$ cat src/rtl/cpu_pkg.sv
// Shared definitions for the CPU datapath: widths, ALU opcodes, control field widths.
package cpu_pkg;

  localparam int DATA_W   = 16;
  localparam int REG_AW   = 3;
  localparam int REG_N    = 8;
  localparam int ALU_OP_W = 4;
  localparam int OFFS_W   = 8;

  typedef logic [DATA_W-1:0] word_t;
  typedef logic [REG_AW-1:0] reg_addr_t;

  localparam logic [ALU_OP_W-1:0] ALU_PASS_S = 4'b0000;
  localparam logic [ALU_OP_W-1:0] ALU_PASS_R = 4'b0001;
  localparam logic [ALU_OP_W-1:0] ALU_INC    = 4'b0010;
  localparam logic [ALU_OP_W-1:0] ALU_DEC    = 4'b0011;
  localparam logic [ALU_OP_W-1:0] ALU_ADD    = 4'b0100;
  localparam logic [ALU_OP_W-1:0] ALU_SUB    = 4'b0101;
  localparam logic [ALU_OP_W-1:0] ALU_SHR    = 4'b0110;
  localparam logic [ALU_OP_W-1:0] ALU_SHL    = 4'b0111;

  // Branch offsets live in the low byte of IR and are signed.
  function automatic word_t sext_offs(input logic [OFFS_W-1:0] offs);
    return {{(DATA_W-OFFS_W){offs[OFFS_W-1]}}, offs};
  endfunction

endpackage

$ cat src/rtl/cpu_regfile.sv
// 8x16 register file: two combinational read ports, one write port, no write bypass.
// CPU_EU_DBG_EN adds a third combinational read port for board debug.
module cpu_regfile
  import cpu_pkg::*;
(
  input  logic      clk,
  input  logic      reset,
  input  reg_addr_t w_addr,
  input  logic      w_en,
  input  word_t     w_data,
  input  reg_addr_t r_addr,
  input  reg_addr_t s_addr,
  output word_t     r_data,
  output word_t     s_data
`ifdef CPU_EU_DBG_EN
  ,
  input  reg_addr_t dbg_addr,
  output word_t     dbg_data
`endif
);

  word_t regs [REG_N];

  always_ff @(posedge clk or negedge reset) begin
    if (!reset) begin
      for (int i = 0; i < REG_N; i++) regs[i] <= '0;
    end else if (w_en) begin
      regs[w_addr] <= w_data;
    end
  end

  assign r_data = regs[r_addr];
  assign s_data = regs[s_addr];

`ifdef CPU_EU_DBG_EN
  assign dbg_data = regs[dbg_addr];
`endif

endmodule

$ cat src/rtl/cpu_eu.sv
// 16-bit execution unit: PC, IR, register file and ALU, one control word per clock.
// CPU_EU_DBG_EN exposes a register debug read port and the PC.
module cpu_eu
  import cpu_pkg::*;
#(
  parameter logic [15:0] PC_RESET = 16'h0000
) (
  input  logic        clk,
  input  logic        reset,
  input  logic [2:0]  W_addr,
  input  logic [2:0]  R_addr,
  input  logic [2:0]  S_addr,
  input  logic        adr_sel,
  input  logic        s_sel,
  input  logic        pc_ld,
  input  logic        pc_inc,
  input  logic        pc_sel,
  input  logic        ir_ld,
  input  logic        rw_en,
  input  logic [3:0]  alu_op,
  input  logic [15:0] D_in,
  output logic [15:0] Address,
  output logic [15:0] D_out,
  output logic [15:0] IR,
  output logic        N,
  output logic        Z,
  output logic        C
`ifdef CPU_EU_DBG_EN
  ,
  input  logic [2:0]  dbg_sel,
  output logic [15:0] dbg_data,
  output logic [15:0] dbg_pc
`endif
);

  word_t pc;
  word_t r_val;
  word_t s_val;
  word_t alu_res;
  logic  alu_c;
  word_t w_data;

  assign w_data = s_sel ? D_in : alu_res;

  cpu_regfile u_regfile (
    .clk      (clk),
    .reset    (reset),
    .w_addr   (W_addr),
    .w_en     (rw_en),
    .w_data   (w_data),
    .r_addr   (R_addr),
    .s_addr   (S_addr),
    .r_data   (r_val),
    .s_data   (s_val)
`ifdef CPU_EU_DBG_EN
    ,
    .dbg_addr (dbg_sel),
    .dbg_data (dbg_data)
`endif
  );

  always_comb begin
    alu_res = s_val;
    alu_c   = 1'b0;
    case (alu_op)
      ALU_PASS_S: begin
        alu_res = s_val;
      end
      ALU_PASS_R: begin
        alu_res = r_val;
      end
      ALU_INC: begin
        {alu_c, alu_res} = {1'b0, s_val} + 17'd1;
      end
      ALU_DEC: begin
        alu_res = s_val - 16'd1;
        alu_c   = (s_val == '0);
      end
      ALU_ADD: begin
        {alu_c, alu_res} = {1'b0, r_val} + {1'b0, s_val};
      end
      ALU_SUB: begin
        alu_res = r_val - s_val;
        alu_c   = (r_val < s_val);
      end
      ALU_SHR: begin
        alu_res = {1'b0, s_val[15:1]};
        alu_c   = s_val[0];
      end
      ALU_SHL: begin
        alu_res = {s_val[14:0], 1'b0};
        alu_c   = s_val[15];
      end
      default: begin
        alu_res = s_val;
      end
    endcase
  end

  assign N = alu_res[15];
  assign Z = (alu_res == '0);
  assign C = alu_c;

  // Load beats increment; branch offset is relative to the PC already advanced past the branch.
  always_ff @(posedge clk or negedge reset) begin
    if (!reset) begin
      pc <= PC_RESET;
      IR <= '0;
    end else begin
      if (pc_ld) begin
        pc <= pc_sel ? s_val : (pc + sext_offs(IR[7:0]));
      end else if (pc_inc) begin
        pc <= pc + 16'd1;
      end
      if (ir_ld) IR <= D_in;
    end
  end

  assign Address = adr_sel ? r_val : pc;
  assign D_out   = s_val;

`ifdef CPU_EU_DBG_EN
  assign dbg_pc = pc;
`endif

endmodule

$ cat config.mk
export PLATFORM = sky130hd
export DESIGN_NAME = cpu_eu
export DESIGN_NICKNAME = d
export VERILOG_FILES = /design/src/rtl/cpu_pkg.sv /design/src/rtl/cpu_regfile.sv /design/src/rtl/cpu_eu.sv
export SDC_FILE = /design/constraint.sdc
export NUM_CORES = 1
export LEC_CHECK = 0
export CAP_MARGIN = 10
export CORE_MARGIN = 4
export CORE_UTILIZATION = 40
export DETAILED_ROUTE_END_ITERATION = 6
export HOLD_SLACK_MARGIN = 0.08
export PLACE_DENSITY = 0.69
export SKIP_LAST_GASP = 1
export SYNTH_ARGS = -nofsm -noshare
export SYNTH_HDL_FRONTEND = slang
export SYNTH_SLANG_ARGS = --single-unit
$ cat constraint.sdc
create_clock -name clk -period 14.9 [get_ports clk]
set_input_delay 2.235 -clock clk [delete_from_list [all_inputs] [get_ports clk]]
set_output_delay 2.235 -clock clk [all_outputs]
set_load 0.01 [all_outputs]
# After elaboration in Yosys (flattened, before gate mapping)
# Index checks and enable logic that the tools add are counted.
[word_totals]
register_bits = 160
latch_bits = 0
mem_bits_rw = 0
mem_bits_ro = 0
input_bits = 38
out_inout_bits = 51
elab_cells = 51
n_memories = 0
[op_classes]
add_sub_neg = 6
multipliers = 0
n_div = 0
n_lt_le_gt_ge = 5
n_eq_ne = 7
shift = 0
mux = 16
n_bitwise = 3
n_reduce_logical = 4
[ops]
columns = ["cell", "n"]
rows = [
  ["16-bit 2-to-1 mux", 10],
  ["128-bit bitwise mux", 1],
  ["16-bit case mux with 7 select lines", 1],
  ["16-bit binary-select mux with 3-bit select", 2],
  ["16-bit demux with 3-bit select", 1],
  ["16-bit logical NOT", 2],
  ["16-bit by 1-bit adder with 17-bit output (second input constant)", 1],
  ["16-bit by 16-bit adder with 17-bit output", 1],
  ["16-bit by 1-bit adder with 16-bit output (second input constant)", 1],
  ["16-bit adder", 1],
  ["4-bit by 3-bit equality test with 1-bit output (second input constant)", 4],
  ["16-bit less-than comparator", 1],
  ["16-bit by 1-bit subtractor with 16-bit output (second input constant)", 1],
  ["16-bit subtractor", 1],
  ["4-bit >= comparator (second input constant)", 3],
  ["3-bit inverter with 4-bit output", 3],
  ["4-bit by 2-bit equality test with 1-bit output (second input constant)", 2],
  ["1-bit case mux with 6 select lines", 1],
  ["4-bit by 1-bit equality test with 1-bit output (second input constant)", 1],
  ["4-bit by 1-bit less-than comparator with 1-bit output (second input constant)", 1],
  ["2-bit nonzero test", 1],
  ["1-bit logical AND", 1],
]

# Longest topological paths before layout
# Gate-level depths: netlist of run 1.
[depth]
word_depth = 8
depth_mapped = 20
mapped_depth_nobuf = 16

# By module
# From an unflattened synthesis of run 1, not the netlist that was laid out.
[hier_totals]
cells_unflattened = 1154
area_unflattened_um2 = 12625.9
[modules_own_cells]
columns = ["module", "instances", "cells_per_inst", "area_each_um2", "seq_area_each_um2"]
rows = [
  ["cpu_regfile", 1, 393, 7000.5, 3203.1],
  ["cpu_eu", 1, 761, 5625.4, 800.8],
]

# Worst setup path before layout of run 1
# No wires, ideal clock.
[synth_timing]
path_kind = "input -> output"
from = "input S_addr[2]"
to = "output Z"
t_arrival_ps = 6565
t_required_ps = 12665
path_slack_ps = 6100
cell_stages = 18
path_buffers = 4
path_cell_list = "buf_4 buf_6 buf_6 buf_4 mux2i_1 mux2_2 a211oi_1 inv_1 ha_1 or4_1 nor2_1 a221oi_1 o41ai_1 mux2_2 o22ai_1 o32a_1 nand3b_1 and4bb_1"
[synth_via]
elab_chain_cells = 7
word_cells_on_any_way = 10
cone_classes = "add/sub (4); mux (4); bitwise (1); reduce/logical (1)"
[synth_lines]
columns = ["element", "line_no", "source"]
rows = [
  ["start, declared", "cpu_eu.sv:12", "input logic [2:0] S_addr,"],
  ["3-bit inverter with 4-bit output (not written as such) *", "cpu_regfile.sv:33", "assign s_data = regs[s_addr];"],
  ["16-bit binary-select mux with 3-bit select *", "cpu_regfile.sv:33", ""],
  ["16-bit 2-to-1 mux (not written as such) * (2 in a row)", "cpu_regfile.sv:33", ""],
  ["via D_out[7]", "cpu_eu.sv:23", "output logic [15:0] D_out,"],
  ["16-bit subtractor, or another cell as far along", "cpu_eu.sv:83", "alu_res = r_val - s_val;"],
  ["16-bit case mux with 7 select lines *", "cpu_eu.sv:65", "case (alu_op)"],
  ["via N", "cpu_eu.sv:25", "output logic N,"],
  ["16-bit logical NOT *", "cpu_eu.sv:101", "assign Z = (alu_res == '0);"],
  ["end, declared", "cpu_eu.sv:26", "output logic Z,"],
]
# The timed path passes the listed nets; every way through them passes the cells marked *. The select of a mux whose other input is x is not followed.

# Final worst setup path of run 1
[layout_timing]
from = "input S_addr[2]"
to = "output Z"
[layout_via]
elab_chain_cells = 7
word_cells_on_any_way = 10
cone_classes = "add/sub (4); mux (4); bitwise (1); reduce/logical (1)"
[layout_lines]
columns = ["element", "line_no"]
rows = [
  ["3-bit inverter with 4-bit output (not written as such) *", "cpu_regfile.sv:33"],
  ["16-bit binary-select mux with 3-bit select *", "cpu_regfile.sv:33"],
  ["16-bit 2-to-1 mux (not written as such) * (2 in a row)", "cpu_regfile.sv:33"],
  ["16-bit subtractor, or another cell as far along", "cpu_eu.sv:83"],
  ["16-bit case mux with 7 select lines *", "cpu_eu.sv:65"],
  ["16-bit logical NOT *", "cpu_eu.sv:101"],
]
# Every way passes the cells marked *; elsewhere a longest branch is shown, timed or not. The select of a mux whose other input is x is not followed.

==> Flow_metrics.wiki, run 1 <==
{| class="wikitable"
! Metric !! Value
|-
| Run status || complete, no violations
|-
| Clock-pin slew on the worst setup and hold paths || about 0.07 ns
|-
| Post-Synthesis Net Count || ~1,600
|-
| Final slew viol count || 0
|-
| Remaining max-slew budget at the tightest pin || 0.2081
|-
| Post-synthesis cell type with the largest combined area || sky130_fd_sc_hd__dfrtp_1
|-
| Num CTS Buffers || 17
|-
| M1 WL || about 18 mm
|-
| Drt drc || 0
|-
| Initial Util || 0.4086
|-
| Global-route wire length before repair || 68.60 mm
|-
| Number of antenna-violating nets in the routed design || 0
|-
| Leak || 6.126 nW
|-
| Area post-placement || 14,000 um^2
|-
| Setup Viol. Count Final || 0
|-
| Total number of H-tree levels || 4
|-
| Worst slew pin tran || about 1.2 ns
|-
| Average wire per standard cell || 23.32 um
|-
| Fin crit share || 0.7203
|-
| Total gr overflow || 0
|-
| Detailed route wirelength on metal2 || slightly above 20 mm
|-
| Final standard cell area without fillers || between 10,000 and 15,000 um^2
|-
| 1st-iter DRT viols || between 1,000 and 1,500
|-
| Upper clock frequency limit || between 90 and 100 MHz
|-
| Std-Cell Core Area || between 30,000 and 40,000 um^2
|-
| Layout cells sized above 1 || 0.1009
|-
| Number of distinct library cell variants in the gate-level netlist after synthesis || 97
|-
| Endpoint of the most critical register-to-register path || u_regfile.regs[92]$_DFFE_PN0P_
|-
| Clock network latency to the later pin of the worst-skew pair || 0.45 ns
|-
| Depth of the most critical reg-to-reg path || 14
|-
| Top cell type's share of synthesized area || 0.3090
|-
| Setup_tns || 0 ns
|-
| Count of nets after finishing || 1,586
|-
| Type of the setup path with the least slack || input pin to primary output
|-
| Timing endpoint of the critical path || Z
|-
| Endpoint class of the critical path || primary output
|-
| Number of detailed-route iterations in the first pass || 5
|-
| Top Metal Used || met4
|-
| Number of synthesized register bits || 160
|-
| Mean number of vias per cell || around 6.3
|-
| Clock tree root buffer cell || sky130_fd_sc_hd__clkbuf_16
|-
| Proportion of synthesized flip-flops having asynchronous set or reset || 1.000
|-
| Largest buffer count on any clock path || 2
|-
| Register-to-register path setup slack || between 9 and 10 ns
|-
| Die Width || 188.0 um
|-
| Main flop type after synthesis || sky130_fd_sc_hd__dfrtp_1
|-
| Min Hold Slack || approximately 0.50 ns
|-
| # IOs || 89
|-
| Reg2Reg Launch Point || u_regfile.regs[87]$_DFFE_PN0P_
|-
| Number of instances in the synthesized netlist || 1,467
|-
| Setup repair after global routing missed its margin || false
|-
| Number of buffers inserted by post-CTS setup repair || 0
|-
| Required time of the critical path || 12.66 ns
|-
| Wire length after detailed routing || roughly 45 mm
|-
| Placement row count || 65
|-
| Per-instance average area after synthesis || a little under 9 um^2
|-
| Number of gates resized after cts || 0
|-
| Count of warnings emitted by yosys || 0
|-
| Via count of the routed design || 12,050
|-
| Total track usage || 0.2466
|-
| Count of max-cap constraint violations || 0
|-
| Data arrival, critical path || 8.50 ns
|-
| Pin count of the biggest net entering global routing || 88
|-
| Class of the tightest hold or removal check || flip-flop to flip-flop
|-
| Initial antenna violation count || 2
|-
| Sinks on the clock net || 160
|-
| Post-synth EDFFs || 0
|-
| Chip height || 188.0 um
|-
| Via count of the first global-routing pass || 11,670
|-
| Final critical path time including I/O delays and setup || 10.73 ns
|-
| Syn Std Cell Area || 12,960 um^2
|-
| CTS tree || done
|-
| Worst-path fanout max || 47
|-
| Post-synthesis to final-layout area growth || 12.69%
|-
| Met3 layer wire length in the routed design || around 3.7 mm
|-
| Power density relative to cell area || 153.0 nW/um^2
|-
| Number of hold-repair buffers added at the cts stage || 0
|-
| IO buf count || between 80 and 90
|-
| Placed wire-length estimate after detailed placement || 32.86 mm
|-
| Leading cell types by total area after synthesis || sky130_fd_sc_hd__dfrtp_1 31%, sky130_fd_sc_hd__mux4_2 7.3%, sky130_fd_sc_hd__o21ai_0 6.7%
|-
| Peak supply drop || 0.08645 mV
|-
| Final hold violation count || 0
|-
| Full die area || 35,340 um^2
|-
| Category of the worst setup path launch point || input pin
|-
| Routability-driven placement congestion ratio || 0.9918
|-
| Worst clock skew || 0.01727 ns
|-
| Sequential-to-total area share from yosys stat || 0.3090
|-
| CP startpoint || S_addr[2]
|}
-- placed cells by master (no fill, tap or decap), types with 5 or more instances in the layout --
| cell type | n |
|---|---|
| sky130_fd_sc_hd__a32oi_1 | 7 |
| sky130_fd_sc_hd__a221oi_1 | 6 |
| sky130_fd_sc_hd__or3_1 | 12 |
| sky130_fd_sc_hd__o21ai_1 | 5 |
| sky130_fd_sc_hd__nor2_1 | 78 |
| sky130_fd_sc_hd__o211ai_1 | 23 |
| sky130_fd_sc_hd__nor4_1 | 8 |
| sky130_fd_sc_hd__o21a_1 | 9 |
| sky130_fd_sc_hd__mux2i_1 | 51 |
| sky130_fd_sc_hd__a31oi_1 | 10 |
| sky130_fd_sc_hd__xnor2_1 | 28 |
| sky130_fd_sc_hd__a21o_1 | 14 |
| sky130_fd_sc_hd__mux4_1 | 11 |
| sky130_fd_sc_hd__nand4_1 | 15 |
| sky130_fd_sc_hd__o21ai_0 | 173 |
| sky130_fd_sc_hd__a22oi_1 | 10 |
| sky130_fd_sc_hd__ha_1 | 51 |
| sky130_fd_sc_hd__xor2_1 | 16 |
| sky130_fd_sc_hd__nand3_1 | 41 |
| sky130_fd_sc_hd__nand2_1 | 229 |
| sky130_fd_sc_hd__nor3_1 | 23 |
| sky130_fd_sc_hd__mux2_2 | 29 |
| sky130_fd_sc_hd__mux4_2 | 42 |
| sky130_fd_sc_hd__nand2b_1 | 12 |
| sky130_fd_sc_hd__nor2b_1 | 19 |
| sky130_fd_sc_hd__o221ai_1 | 7 |
| sky130_fd_sc_hd__and2_1 | 14 |
| sky130_fd_sc_hd__and3_1 | 11 |
| sky130_fd_sc_hd__clkbuf_16 | 17 |
| sky130_fd_sc_hd__buf_4 | 21 |
| sky130_fd_sc_hd__o22ai_1 | 17 |
| sky130_fd_sc_hd__clkdlybuf4s50_1 | 84 |
| sky130_fd_sc_hd__a211oi_1 | 16 |
| sky130_fd_sc_hd__inv_1 | 52 |
| sky130_fd_sc_hd__a21oi_1 | 62 |
| sky130_fd_sc_hd__dfrtp_1 | 160 |
-- where the power goes --
part	total, mW	leakage [nW]	internal [mW]	switching, mW
combinational	1.12	3.82	0.460	0.661
sequential	0.663	2.01	0.542	0.121
clock	0.450	0.294	0.252	0.198
total	2.23	6.13	1.25	0.980
-- cells in the mapped netlist, types with 12 or more instances --
cell type,number
sky130_fd_sc_hd__nand3_1,41
sky130_fd_sc_hd__and2_1,14
sky130_fd_sc_hd__mux4_2,42
sky130_fd_sc_hd__nand2_1,229
sky130_fd_sc_hd__dfrtp_1,160
sky130_fd_sc_hd__nor2b_1,19
sky130_fd_sc_hd__mux2i_1,51
sky130_fd_sc_hd__o211ai_1,23
sky130_fd_sc_hd__a21oi_1,62
sky130_fd_sc_hd__a211oi_1,16
sky130_fd_sc_hd__nor3_1,23
sky130_fd_sc_hd__or3_1,12
sky130_fd_sc_hd__nand2b_1,12
sky130_fd_sc_hd__a21o_1,14
sky130_fd_sc_hd__inv_1,52
sky130_fd_sc_hd__nor2_1,78
sky130_fd_sc_hd__clkbuf_1,67
sky130_fd_sc_hd__o21ai_0,173
sky130_fd_sc_hd__nand4_1,15
sky130_fd_sc_hd__ha_1,51
sky130_fd_sc_hd__xnor2_1,28
sky130_fd_sc_hd__mux2_2,29
sky130_fd_sc_hd__xor2_1,16
sky130_fd_sc_hd__o22ai_1,17
sky130_fd_sc_hd__buf_2,13
-- area by class of cell --
| class | count | area (um^2) |
|---|---|---|
| fill | 3032 | 17120 |
| clock buffer | 17 | 425.4 |
| antenna | 1 | 2.502 |
| sequential | 160 | 4004 |
| clock inverter | 15 | 172.7 |
| timing repair buffer | 108 | 1020 |
| inverter | 55 | 209.0 |
| multi-input combinational | 1152 | 8267 |
| tap | 402 | 503.0 |
-- worst min-delay path by stage --
stage                                    startpoint                         endpoint  slack [ns]  depth (start not counted)
floorplan            u_regfile.regs[82]$_DFFE_PN0P_   u_regfile.regs[82]$_DFFE_PN0P_        0.46                          2
global placement    u_regfile.regs[122]$_DFFE_PN0P_  u_regfile.regs[122]$_DFFE_PN0P_        0.48                          2
detailed placement   u_regfile.regs[77]$_DFFE_PN0P_   u_regfile.regs[77]$_DFFE_PN0P_        0.49                          2
CTS                  u_regfile.regs[77]$_DFFE_PN0P_   u_regfile.regs[77]$_DFFE_PN0P_        0.50                          2
global route                      IR[8]$_DFFE_PN0P_                IR[8]$_DFFE_PN0P_        0.52                          1
finish               u_regfile.regs[77]$_DFFE_PN0P_   u_regfile.regs[77]$_DFFE_PN0P_        0.50                          2
-- kinds of logic (layout without fill, tap and decap cells) --
group,after synthesis,after routing,synth area share
other,0,1,0
AO/OA/AOI/OAI,423,423,0.2100
adder cells (fa/ha/maj),54,54,0.05388
buffers and inverters,155,195,0.05310
flip-flops,160,160,0.3090
XOR/XNOR,44,44,0.02974
multiplexers,137,137,0.1656
AND/OR/NAND/NOR,494,494,0.1787
-- per-stage QoR --
| step | setup slack [ns] | total power [mW] | instances | utilization |
|---|---|---|---|---|
| global placement | 4.493 | 1.733 | 1877 | 0.4415 |
| floorplan | 6.100 | 1.399 | 1467 | - |
| CTS | 4.348 | 2.219 | 1909 | 0.4603 |
| finish | 4.168 | 2.235 | 1910 | 0.4604 |
| detailed placement | 4.348 | 1.759 | 1877 | 0.4415 |
| global route | 3.937 | 2.373 | 1910 | 0.4604 |
-- per-layer routing --
layer,track usage,up-vias
li1,-,5475
met1,0.3256,5906
met2,0.3896,579
met3,0.05194,92
met4,0.1138,0
met5,0,-
-- critical path: stages --
cell,delay [ns]
sky130_fd_sc_hd__buf_4,0.45
sky130_fd_sc_hd__buf_4,0.56
sky130_fd_sc_hd__mux2i_1,0.18
sky130_fd_sc_hd__mux2_2,0.29
sky130_fd_sc_hd__a211oi_1,0.94
sky130_fd_sc_hd__inv_1,0.19
sky130_fd_sc_hd__ha_1,0.63
sky130_fd_sc_hd__nand2b_1,0.19
sky130_fd_sc_hd__nand3_1,0.08
sky130_fd_sc_hd__a21o_1,0.20
sky130_fd_sc_hd__a221oi_1,0.61
sky130_fd_sc_hd__o41ai_1,0.14
sky130_fd_sc_hd__mux2_2,0.24
sky130_fd_sc_hd__o22ai_1,0.07
sky130_fd_sc_hd__o32a_1,0.38
sky130_fd_sc_hd__nand3b_1,0.18
sky130_fd_sc_hd__and4bb_1,0.31
sky130_fd_sc_hd__clkdlybuf4s50_1,0.55
-- flip-flops by register name (all words and copies together) (netlist names) --
register	count
pc	16
u_regfile.regs	128
IR	16
Note: power is estimated with default switching activity, not from simulation.
==> inputs of run 2 (changes only) <==
==> constraint.sdc (replaced) <==
create_clock -name clk -period 10.5 [get_ports clk]
set_input_delay 1.575 -clock clk [delete_from_list [all_inputs] [get_ports clk]]
set_output_delay 1.575 -clock clk [all_outputs]
set_load 0.01 [all_outputs]
==> Flow_metrics.wiki, run 2 (synthesized netlist as in run 1, its figures left out) <==
{| class="wikitable"
! Metric !! Value
|-
| Via count of the first global-routing pass || 11,750
|-
| Number of hold-repair buffers added at the cts stage || 0
|-
| IO buf count || 88
|-
| Count of nets after finishing || ~1,600
|-
| Final standard cell area without fillers || 14,640 um^2
|-
| Full die area || roughly 35,000 um^2
|-
| Placement row count || 65
|-
| Failing checks || DRC
|-
| Number of instances on the worst hold path || 2
|-
| Commonest cells after routing, fill and taps aside || 229 x sky130_fd_sc_hd__nand2_1, 173 x sky130_fd_sc_hd__o21ai_0, 160 x sky130_fd_sc_hd__dfrtp_1, 84 x sky130_fd_sc_hd__clkdlybuf4s50_1, 78 x sky130_fd_sc_hd__nor2_1
|-
| CTS tree || done
|-
| Endpoint of the most critical register-to-register path || u_regfile.regs[28]$_DFFE_PN0P_
|-
| Number of gates resized after cts || 0
|-
| Endpoint class of the critical path || primary output
|-
| Number of buffers inserted by post-CTS setup repair || 0
|-
| Final std cells w/o fill || 1,911
|-
| Fin crit share || 0.8671
|-
| Depth of the most critical reg-to-reg path || 14
|-
| # IOs || 89
|-
| Sum of internal, switching and leakage power || 3.193 mW
|-
| Post-synthesis to final-layout area growth || 12.97%
|-
| Final hold violation count || 0
|-
| Category of the worst setup path launch point || input pin
|-
| Mean number of vias per cell || around 6.3
|-
| Worst-path fanout max || 26
|-
| Sequential Area || ~4000 um^2
|-
| Max FFs per register || 128
|-
| Average wire per standard cell || 23.56 um
|-
| Worst slew pin tran || 1.197 ns
|-
| Clock network latency to the later pin of the worst-skew pair || between 0.4 and 0.5 ns
|-
| Num CTS Buffers || 17
|-
| Number of antenna diodes || 0
|-
| Placed wire-length estimate after detailed placement || 32.90 mm
|-
| Largest regs || u_regfile.regs (128), IR (16), pc (16)
|-
| Reg2Reg Launch Point || u_regfile.regs[4]$_DFFE_PN0P_
|-
| Area post-placement || 14,020 um^2
|-
| Setup Viol. Count Final || 0
|-
| Largest buffer count on any clock path || 2
|-
| Wire length after detailed routing || 45.02 mm
|-
| Chip height || 188.0 um
|-
| Clock-pin slew on the worst setup and hold paths || 0.07 ns
|-
| Count of max-cap constraint violations || 0
|-
| 1st-iter DRT viols || approximately 1,300
|-
| Delay of the slowest cell on the worst path || ~0.84 ns
|-
| Setup repair after global routing missed its margin || false
|-
| Final slew viol count || 0
|-
| Total number of H-tree levels || 4
|-
| Type of the setup path with the least slack || input pin to primary output
|-
| Total gr overflow || 0
|-
| Routability-driven placement congestion ratio || 1.005
|-
| Bufs and invs on worst path || 4
|-
| Top reg by flops || u_regfile.regs
|-
| Std-Cell Core Area || 31,720 um^2
|-
| Power density relative to cell area || 218.1 nW/um^2
|-
| Most frequent CP cell || sky130_fd_sc_hd__clkdlybuf4s50_1
|-
| Drt drc || 3
|-
| Global-route wire length before repair || 69.51 mm
|-
| Initial Util || 0.4086
|-
| Fill cell total of the finished layout || 3,022
|-
| Initial antenna violation count || 0
|-
| Required time of the critical path || between 8 and 9 ns
|-
| Final critical path time including I/O delays and setup || 9.105 ns
|-
| Layout cells sized above 1 || 0.1021
|-
| Data arrival, critical path || 7.53 ns
|-
| Class of the tightest hold or removal check || flip-flop to flip-flop
|-
| Destination of the worst hold path || u_regfile.regs[86]$_DFFE_PN0P_
|-
| Remaining max-slew budget at the tightest pin || 0.2003
|-
| Leak || 6.134 nW
|-
| Pin count of the biggest net entering global routing || 92
|-
| Clock tree root buffer cell || sky130_fd_sc_hd__clkbuf_16
|-
| Die Width || around 190 um
|-
| Number of cells after detailed placement || roughly 1,900
|-
| Worst path cell trace || clkdlybuf4s50_1 -> buf_4 -> nand2b_1 -> a211oi_1 -> a211oi_2 -> inv_1 -> ha_1 -> or4_1 -> a31oi_1 -> o41ai_1 -> o31ai_1 -> xnor2_1 -> o221ai_1 -> o22ai_1 -> nand3b_1 -> and4bb_1 -> clkdlybuf4s50_1
|-
| Number of antenna-violating nets in the routed design || 0
|-
| Upper clock frequency limit || 109.8 MHz
|-
| Finished Core Util || 0.4615
|-
| CP delay by family, top || compound AO/OA/AOI/OAI gates
|-
| Worst clock skew || roughly 0.012 ns
|-
| Via count of the routed design || 12,120
|-
| Register-to-register path setup slack || 5.33 ns
|-
| Most common library cell in the layout ignoring fill and taps || sky130_fd_sc_hd__nand2_1
|-
| Hold path startpoint || u_regfile.regs[86]$_DFFE_PN0P_
|-
| Multi-input gate area in the final layout || 8267 um^2
|-
| Setup_tns || 0 ns
|-
| Sinks on the clock net || 160
|-
| Critical Path Slowest Stage Cell || sky130_fd_sc_hd__a211oi_2
|-
| Number of detailed-route iterations in the first pass || 7
|-
| Run status || finished, violations left
|-
| Total track usage || 0.2500
|-
| Peak supply drop || 0.1542 mV
|}
==> run 2: changes by cell type in the layout (fill, tap and decap cells not counted) <==
cell | previous run | this run
sky130_fd_sc_hd__diode_2 | 1 | 0
sky130_fd_sc_hd__buf_4 | 21 | 24
sky130_fd_sc_hd__clkinv_2 | 2 | 0
sky130_fd_sc_hd__inv_6 | 4 | 5
sky130_fd_sc_hd__bufinv_16 | 2 | 3
sky130_fd_sc_hd__clkinvlp_4 | 1 | 4
sky130_fd_sc_hd__clkbuf_8 | 0 | 1
sky130_fd_sc_hd__inv_8 | 3 | 1
sky130_fd_sc_hd__clkinv_4 | 3 | 0
==> run 2: per-layer routing <==
layer	share of wire	GRT usage	wire length, um	up-vias
met2	0.45	0.3838	20060	682
met4	0.050	0.1191	2244	0
met1	0.40	0.3318	18140	5850
li1	-	-	-	5474
met5	0	0	0	-
met3	0.10	0.06236	4578	115
==> run 2: area by class of cell <==
cell class / count / share of cell area
tap: 402 / 0.03436
sequential: 160 / 0.2735
clock inverter: 13 / 0.01197
multi-input combinational: 1152 / 0.5647
clock buffer: 18 / 0.03000
timing repair buffer: 111 / 0.07120
inverter: 55 / 0.01427
==> run 2: where the power goes <==
part           switching [mW]  leakage [nW]  internal [mW]
registers               0.178          2.01          0.770
clock network           0.270         0.288          0.384
logic                   0.934          3.84          0.656
==> run 2: how the worst max path moves through the flow <==
stage                     depth (start not counted)       from  end
after global routing                             17  S_addr[1]    Z
after detailed placement                         17  S_addr[1]    Z
final                                            17  S_addr[1]    Z
after CTS                                        17  S_addr[1]    Z
after floorplan                                  18  S_addr[2]    Z
after global placement                           18  S_addr[1]    Z
==> run 2: through the flow <==
stage,setup slack [ns],hold slack [ns]
6_report,1.395,0.5035
5_1_grt,1.157,0.5268
4_1_cts,1.531,0.5039
3_5_place_dp,1.546,0.4888
3_3_place_gp,1.616,0.4735
2_1_floorplan,3.020,0.4579
==> run 2: tightest hold or removal path: stages (launching register included) <==
cell and delay [ns]:
sky130_fd_sc_hd__dfrtp_1 0.36, sky130_fd_sc_hd__nand2_1 0.05, sky130_fd_sc_hd__o21ai_0 0.06
